==> config.mk <==
export PLATFORM = sky130hd
export DESIGN_NAME = pe_mac_sequencer
export DESIGN_NICKNAME = d
export VERILOG_FILES = /design/src/rtl/pe_mac_sequencer.sv
export SDC_FILE = /design/constraint.sdc
export NUM_CORES = 1
export LEC_CHECK = 0
export ABC_AREA = 1
export CORE_ASPECT_RATIO = 0.5
export CORE_MARGIN = 2
export CORE_UTILIZATION = 40
export DETAILED_ROUTE_END_ITERATION = 10
export GPL_TIMING_DRIVEN = 0
export PLACE_DENSITY = 0.82
export SYNTH_ARGS = -nofsm -noshare
export SYNTH_HDL_FRONTEND = slang
export SYNTH_SLANG_ARGS = --single-unit
==> constraint.sdc <==
create_clock -name clk_i -period 3.01 [get_ports clk_i]
set_clock_uncertainty 0.1 [all_clocks]
set_input_delay 0.301 -clock clk_i [delete_from_list [all_inputs] [get_ports clk_i]]
set_output_delay 0.301 -clock clk_i [all_outputs]
set_load 0.01 [all_outputs]
==> src/rtl/pe_mac_sequencer.sv <==
// pe_mac_sequencer: drives one PE MAC job over the pe_cmd bus.
// Sequence: RESET, SET_CONV_MODE, optional LOAD_DATA, conv_len TRIGGERs,
// then waits for the PE to drain and captures its mac_value.
module pe_mac_sequencer #(
    parameter int ACLEN      = 8,
    parameter int DATA_WIDTH = 32,
    parameter int LEN_WIDTH  = 16,
    parameter int DRAIN_TMO  = 1024
) (
    input  logic                  clk_i,
    input  logic                  rst_i,
    input  logic                  start_i,
    input  logic [LEN_WIDTH-1:0]  conv_len_i,
    input  logic                  preload_en_i,
    input  logic [DATA_WIDTH-1:0] preload_i,
    input  logic                  abort_i,
    input  logic                  op_valid_i,
    output logic                  op_ready_o,
    input  logic [DATA_WIDTH-1:0] op_data_i,
    input  logic [DATA_WIDTH-1:0] op_weight_i,
    output logic                  pe_cmd_valid_o,
    output logic [ACLEN:0]        pe_cmd_o,
    output logic [DATA_WIDTH-1:0] pe_param1_o,
    output logic [DATA_WIDTH-1:0] pe_preload_o,
    output logic [DATA_WIDTH-1:0] pe_data_o,
    output logic [DATA_WIDTH-1:0] pe_weight_o,
    input  logic                  pe_busy_i,
    input  logic [DATA_WIDTH-1:0] pe_mac_i,
    output logic [DATA_WIDTH-1:0] result_o,
    output logic                  done_o,
    output logic                  err_o,
    output logic                  idle_o
);

    localparam int TMO_W = $clog2(DRAIN_TMO + 1);

    localparam logic [ACLEN:0] CMD_RESET     = (ACLEN+1)'(0);
    localparam logic [ACLEN:0] CMD_TRIGGER   = (ACLEN+1)'(1);
    localparam logic [ACLEN:0] CMD_LOAD_DATA = (ACLEN+1)'(5);
    localparam logic [ACLEN:0] CMD_SET_CONV  = (ACLEN+1)'(6);

    typedef enum logic [2:0] {
        S_IDLE,
        S_CLR,
        S_CFG,
        S_LOAD,
        S_FEED,
        S_DRAIN,
        S_DONE
    } state_t;

    state_t state_q, state_d;

    logic [LEN_WIDTH-1:0]  len_q;
    logic                  preload_en_q;
    logic [DATA_WIDTH-1:0] preload_q;
    logic [LEN_WIDTH-1:0]  term_q;
    logic                  seen_busy_q;
    logic [TMO_W-1:0]      tmo_q;
    logic [DATA_WIDTH-1:0] result_q;
    logic                  err_q;

    logic           go_start;
    logic           accept;
    logic           drain_ok;
    logic           tmo_hit;
    logic           cmd_valid;
    logic [ACLEN:0] cmd;
    logic           ready;

    // State register
    always_ff @(posedge clk_i) begin
        if (rst_i) begin
            state_q <= S_IDLE;
        end else begin
            state_q <= state_d;
        end
    end

    // Next-state, PE command and handshake decode
    always_comb begin
        state_d   = state_q;
        go_start  = 1'b0;
        accept    = 1'b0;
        drain_ok  = 1'b0;
        tmo_hit   = 1'b0;
        cmd_valid = 1'b0;
        cmd       = CMD_RESET;
        ready     = 1'b0;
        case (state_q)
            S_IDLE: begin
                if (start_i) begin
                    go_start = 1'b1;
                    state_d  = (conv_len_i == '0) ? S_DONE : S_CLR;
                end
            end
            S_CLR: begin
                cmd_valid = 1'b1;
                cmd       = CMD_RESET;
                state_d   = S_CFG;
            end
            S_CFG: begin
                cmd_valid = 1'b1;
                cmd       = CMD_SET_CONV;
                state_d   = preload_en_q ? S_LOAD : S_FEED;
            end
            S_LOAD: begin
                cmd_valid = 1'b1;
                cmd       = CMD_LOAD_DATA;
                state_d   = S_FEED;
            end
            S_FEED: begin
                ready = 1'b1;
                if (op_valid_i) begin
                    accept    = 1'b1;
                    cmd_valid = 1'b1;
                    cmd       = CMD_TRIGGER;
                    if (term_q == len_q - LEN_WIDTH'(1)) begin
                        state_d = S_DRAIN;
                    end
                end
            end
            S_DRAIN: begin
                if (!pe_busy_i && seen_busy_q) begin
                    drain_ok = 1'b1;
                    state_d  = S_DONE;
                end else if (tmo_q == TMO_W'(DRAIN_TMO - 1)) begin
                    tmo_hit = 1'b1;
                    state_d = S_DONE;
                end
            end
            S_DONE: begin
                state_d = S_IDLE;
            end
            default: begin
                state_d = S_IDLE;
            end
        endcase
        // Abort overrides whatever the active state decoded, including a
        // same-cycle operand handshake, which is therefore not consumed.
        if (abort_i && state_q != S_IDLE && state_q != S_DONE) begin
            state_d   = S_DONE;
            accept    = 1'b0;
            drain_ok  = 1'b0;
            tmo_hit   = 1'b0;
            ready     = 1'b0;
            cmd_valid = 1'b1;
            cmd       = CMD_RESET;
        end
    end

    // Job context, term/timeout counters, result capture and error flag
    always_ff @(posedge clk_i) begin
        if (rst_i) begin
            len_q        <= '0;
            preload_en_q <= 1'b0;
            preload_q    <= '0;
            term_q       <= '0;
            seen_busy_q  <= 1'b0;
            tmo_q        <= '0;
            result_q     <= '0;
            err_q        <= 1'b0;
        end else begin
            if (go_start) begin
                len_q        <= conv_len_i;
                preload_en_q <= preload_en_i;
                preload_q    <= preload_i;
                term_q       <= '0;
                seen_busy_q  <= 1'b0;
                tmo_q        <= '0;
                err_q        <= (conv_len_i == '0);
            end else begin
                if (accept) begin
                    term_q <= term_q + LEN_WIDTH'(1);
                end
                if ((state_q == S_FEED || state_q == S_DRAIN) && pe_busy_i) begin
                    seen_busy_q <= 1'b1;
                end
                if (state_q == S_DRAIN) begin
                    tmo_q <= tmo_q + TMO_W'(1);
                end
                if (drain_ok) begin
                    result_q <= pe_mac_i;
                end
                if (tmo_hit) begin
                    err_q <= 1'b1;
                end
            end
        end
    end

    // A reset cycle must never leak a PE command, even mid-job.
    assign pe_cmd_valid_o = cmd_valid & ~rst_i;
    assign pe_cmd_o       = cmd;
    assign op_ready_o     = ready;
    assign pe_param1_o    = DATA_WIDTH'(len_q);
    assign pe_preload_o   = preload_q;
    assign pe_data_o      = (state_q == S_FEED) ? op_data_i : '0;
    assign pe_weight_o    = (state_q == S_FEED) ? op_weight_i : '0;
    assign result_o       = result_q;
    assign done_o         = (state_q == S_DONE);
    assign err_o          = err_q;
    assign idle_o         = (state_q == S_IDLE);

endmodule
==> metrics.cfg <==
[run_status]
run_status = completed

[global_routing]
grt_pass1_wl_um = 32400
grt_pass1_vias = 6529
largest_net_degree_at_the_start_of_global_routing = 17
globalRouteOverflowTotal = 0
groute.usage.overall_pct = 25.38
grt_antenna_before_repair = 0

[setup_path]
maximum_fanout_count_along_the_critical_path = 14
timing.critical_path.arrival_ns = 2.45
max_stage_delay_ns = 0.50
path_class = flop to primary output
cp_data_required_time_ns = 2.61
critPathCaptureType = primary output
r2r_slack_ns = 0.74
critPathLaunchType = flop
critPathMostFrequentCell = inv_1
cpMaxStageDelayCell = clkdlybuf4s50_1
critical_path.cell_chain = inv_1 -> nand2_2 -> nor2_4 -> inv_1 -> clkbuf_1 -> nor2_1 -> clkdlybuf4s50_1

[timing]
report.final.setup_viol = 0
final_period_minus_worst_setup_slack_ns = 2.846
timing_max_transition_violations_final = 0
grt_setup_unrepaired = false
final_sum_of_negative_setup_slack_ns = 0
max_slew_headroom_pct = 57.71
worstMarginPinSlew_ns = 0.6343
fmaxAchievable_ghz = 0.3513
final-hold-violation-count = 0
post-route-period-util_pct = 94.56

[floorplan]
coreArea_um2 = 14470
initial_utilization_pct = 40.94
fp.dieArea_um2 = 15860
die_w_um = 176.1
die_h_um = 90.05
design.portCount = 325
placement_rows = 31

[clock_network]
cts-resized-gates = 0
post-cts-setup-buffers = 0
clkTransAtPathRegs_ns = 0.06
cts-buffers-inserted = 17
cts_root_buf = clkbuf_16
tritoncts_clock_tree = built
cts.hold.buffers_added = 0
ctsHtreeMaxLevel = 4
clock_insertion_delay_worst_skew_ns = 0.40
cts-root-to-sink-buffers = 2
clock_sinks = 113

[synth]
synthDominantCellAreaShare_pct = 38.19
ys_types = 33
asyncSetResetFlopFracSynth_pct = 0
synth_largest_area_cell = dfxtp_1
avg_synthesized_cell_area_um2 = 6.349
number_of_synthesized_flops_with_an_enable_pin = 0
yosysSeqAreaShare_pct = 38.19
synth_ff_type = dfxtp_1
synth.ff_latch_count = 113
synth_area_um2 = 5923
synthCells = 933
yosys_warnings = 0
synthTopCellsByArea = dfxtp_1 (38%), nor2_1 (17%), inv_1 (8.6%), nand2_1 (8.4%), o21ai_0 (7.9%)

[pwr]
total_leakage_power_uw = 0.004337
power-per-cell-area_nw_per_um2 = 739.5
peakVddDrop_v = 0.0005073

[placement]
globalplace.congestion = 0.8944
detailed_place_hpwl_um = 16300
port-buffer-count = 302

[final_layout]
syn_to_layout_area_delta_pct = 66.01
layout.core_utilization_pct = 67.97
num_antenna_cells = 0
layout.nets = 1428
final_layout_size_suffix_gt1_share_pct = 7.071

[drt]
wl_per_cell_um = 13.71
ant_nets = 0
routed-via-count = 6884
route.detailed.drc = 0
finalWirelength_um = 20350
firstDrtPassIters = 5
avgViaCountPerCell = 4.636
first_iter_violations = 446

[worst_hold_path]
hp-class = flop to flop

[job]
cap_viol_max_count = 0

[worst paths after layout]
kind              depth (start not counted)         from       endpoint
hold reg to reg                           2  seen_busy_q    seen_busy_q
setup / recovery                          7   state_q[1]  pe_data_o[26]
setup reg to reg                          9   state_q[0]       len_q[7]
hold / removal                            2  seen_busy_q    seen_busy_q
[per-layer routing]
layer  GRT usage, %  vias to the layer above  routed length, um
li1               -                     3508                  -
met1          31.52                     3089               8761
met2          43.10                      251               9599
met3          6.514                       36               1564
met4          7.989                        0                427
met5              0                        -                  0
[cell usage after synthesis (2+ instances only)]
cell      number
nor2_2         7
nand3_1       34
nand4_1        4
buf_2          7
a31oi_1        2
dfxtp_1      113
nor2_4         5
inv_2          4
nor2_1       264
or2_2          4
o21ai_0       93
nand2_2        2
xor2_1         9
nor4_1         5
nand3_2        2
nand3b_1       3
nor3_1         7
a21oi_1       28
a211oi_1       3
xnor2_1        8
nor3_2         2
inv_1        135
ha_1           3
clkbuf_1      27
buf_4         22
nand2_1      133
[state kept, by name, summed over array words and instances, names as in the netlist]
| signal | count |
|---|---|
| state_q | 3 |
| result_o | 32 |
| pe_preload_o | 32 |
| seen_busy_q | 1 |
| err_o | 1 |
| term_q | 16 |
| preload_en_q | 1 |
| tmo_q | 11 |
| len_q | 16 |
[layout make-up]
class                   instances  area, um2
clock buffers                  17      425.4
clock inverters                15      136.4
repair buffers                302       3023
plain buffers                  55      300.3
well taps                     198      247.7
inverters                     139      521.8
fillers                      1203       4634
flip-flops and latches        113       2262
multi-input cells             646       2917
[power by group]
group          leakage (uW)  total, uW  switching, uW  internal [uW]
Combinational       0.00314       3370           1850           1510
Clock              0.000278       1930            833           1090
Sequential         0.000921       1980            217           1760
[cell families (layout without fill, tap and decap cells)]
family,Yosys count,after routing,share of synthesized area [%]
buffers and inverters,195,528,13.90
other,1,22,0.06331
AO/OA/AOI/OAI,128,128,11.03
AND/OR/NAND/NOR,476,476,33.67
XOR/XNOR,17,17,2.514
flip-flops,113,113,38.19
adder cells (fa/ha/maj),3,3,0.6338
[worst max-delay path, delay by kind of cell (launching register included)]
family / cells / cell delay, ns
buf+inv: 4 / 1.36
flops: 1 / 0.37
simple gates: 3 / 0.30
[per-stage QoR]
stage          cell area [um2]  setup slack (ns)  hold WS (ns)  total power, uW  instances
3_5_place_dp              9273            0.2842        0.3663             5337       1454
5_1_grt                   9833           0.01131        0.3788             7736       1485
4_1_cts                   9831            0.1020        0.3725             7266       1485
2_1_floorplan             6002             1.155        0.2733             3792        954
3_3_place_gp              9273            0.3419        0.3444             5262       1454
6_report                  9833            0.1638        0.3745             7272       1485
[placed cells by master, fill, tap and decap left out, types with 4 or more instances in the layout]
cell	n
a21oi_1	28
buf_2	7
buf_4	22
clkbuf_1	24
clkbuf_16	17
clkdlybuf4s50_1	302
conb_1	22
dfxtp_1	113
inv_1	135
inv_2	4
inv_6	7
inv_8	4
nand2_1	133
nand3_1	34
nand4_1	4
nor2_1	264
nor2_2	7
nor2_4	5
nor3_1	7
nor4_1	5
o21ai_0	93
or2_2	4
xnor2_1	8
xor2_1	9
Note: power is estimated with default switching activity, not from simulation.
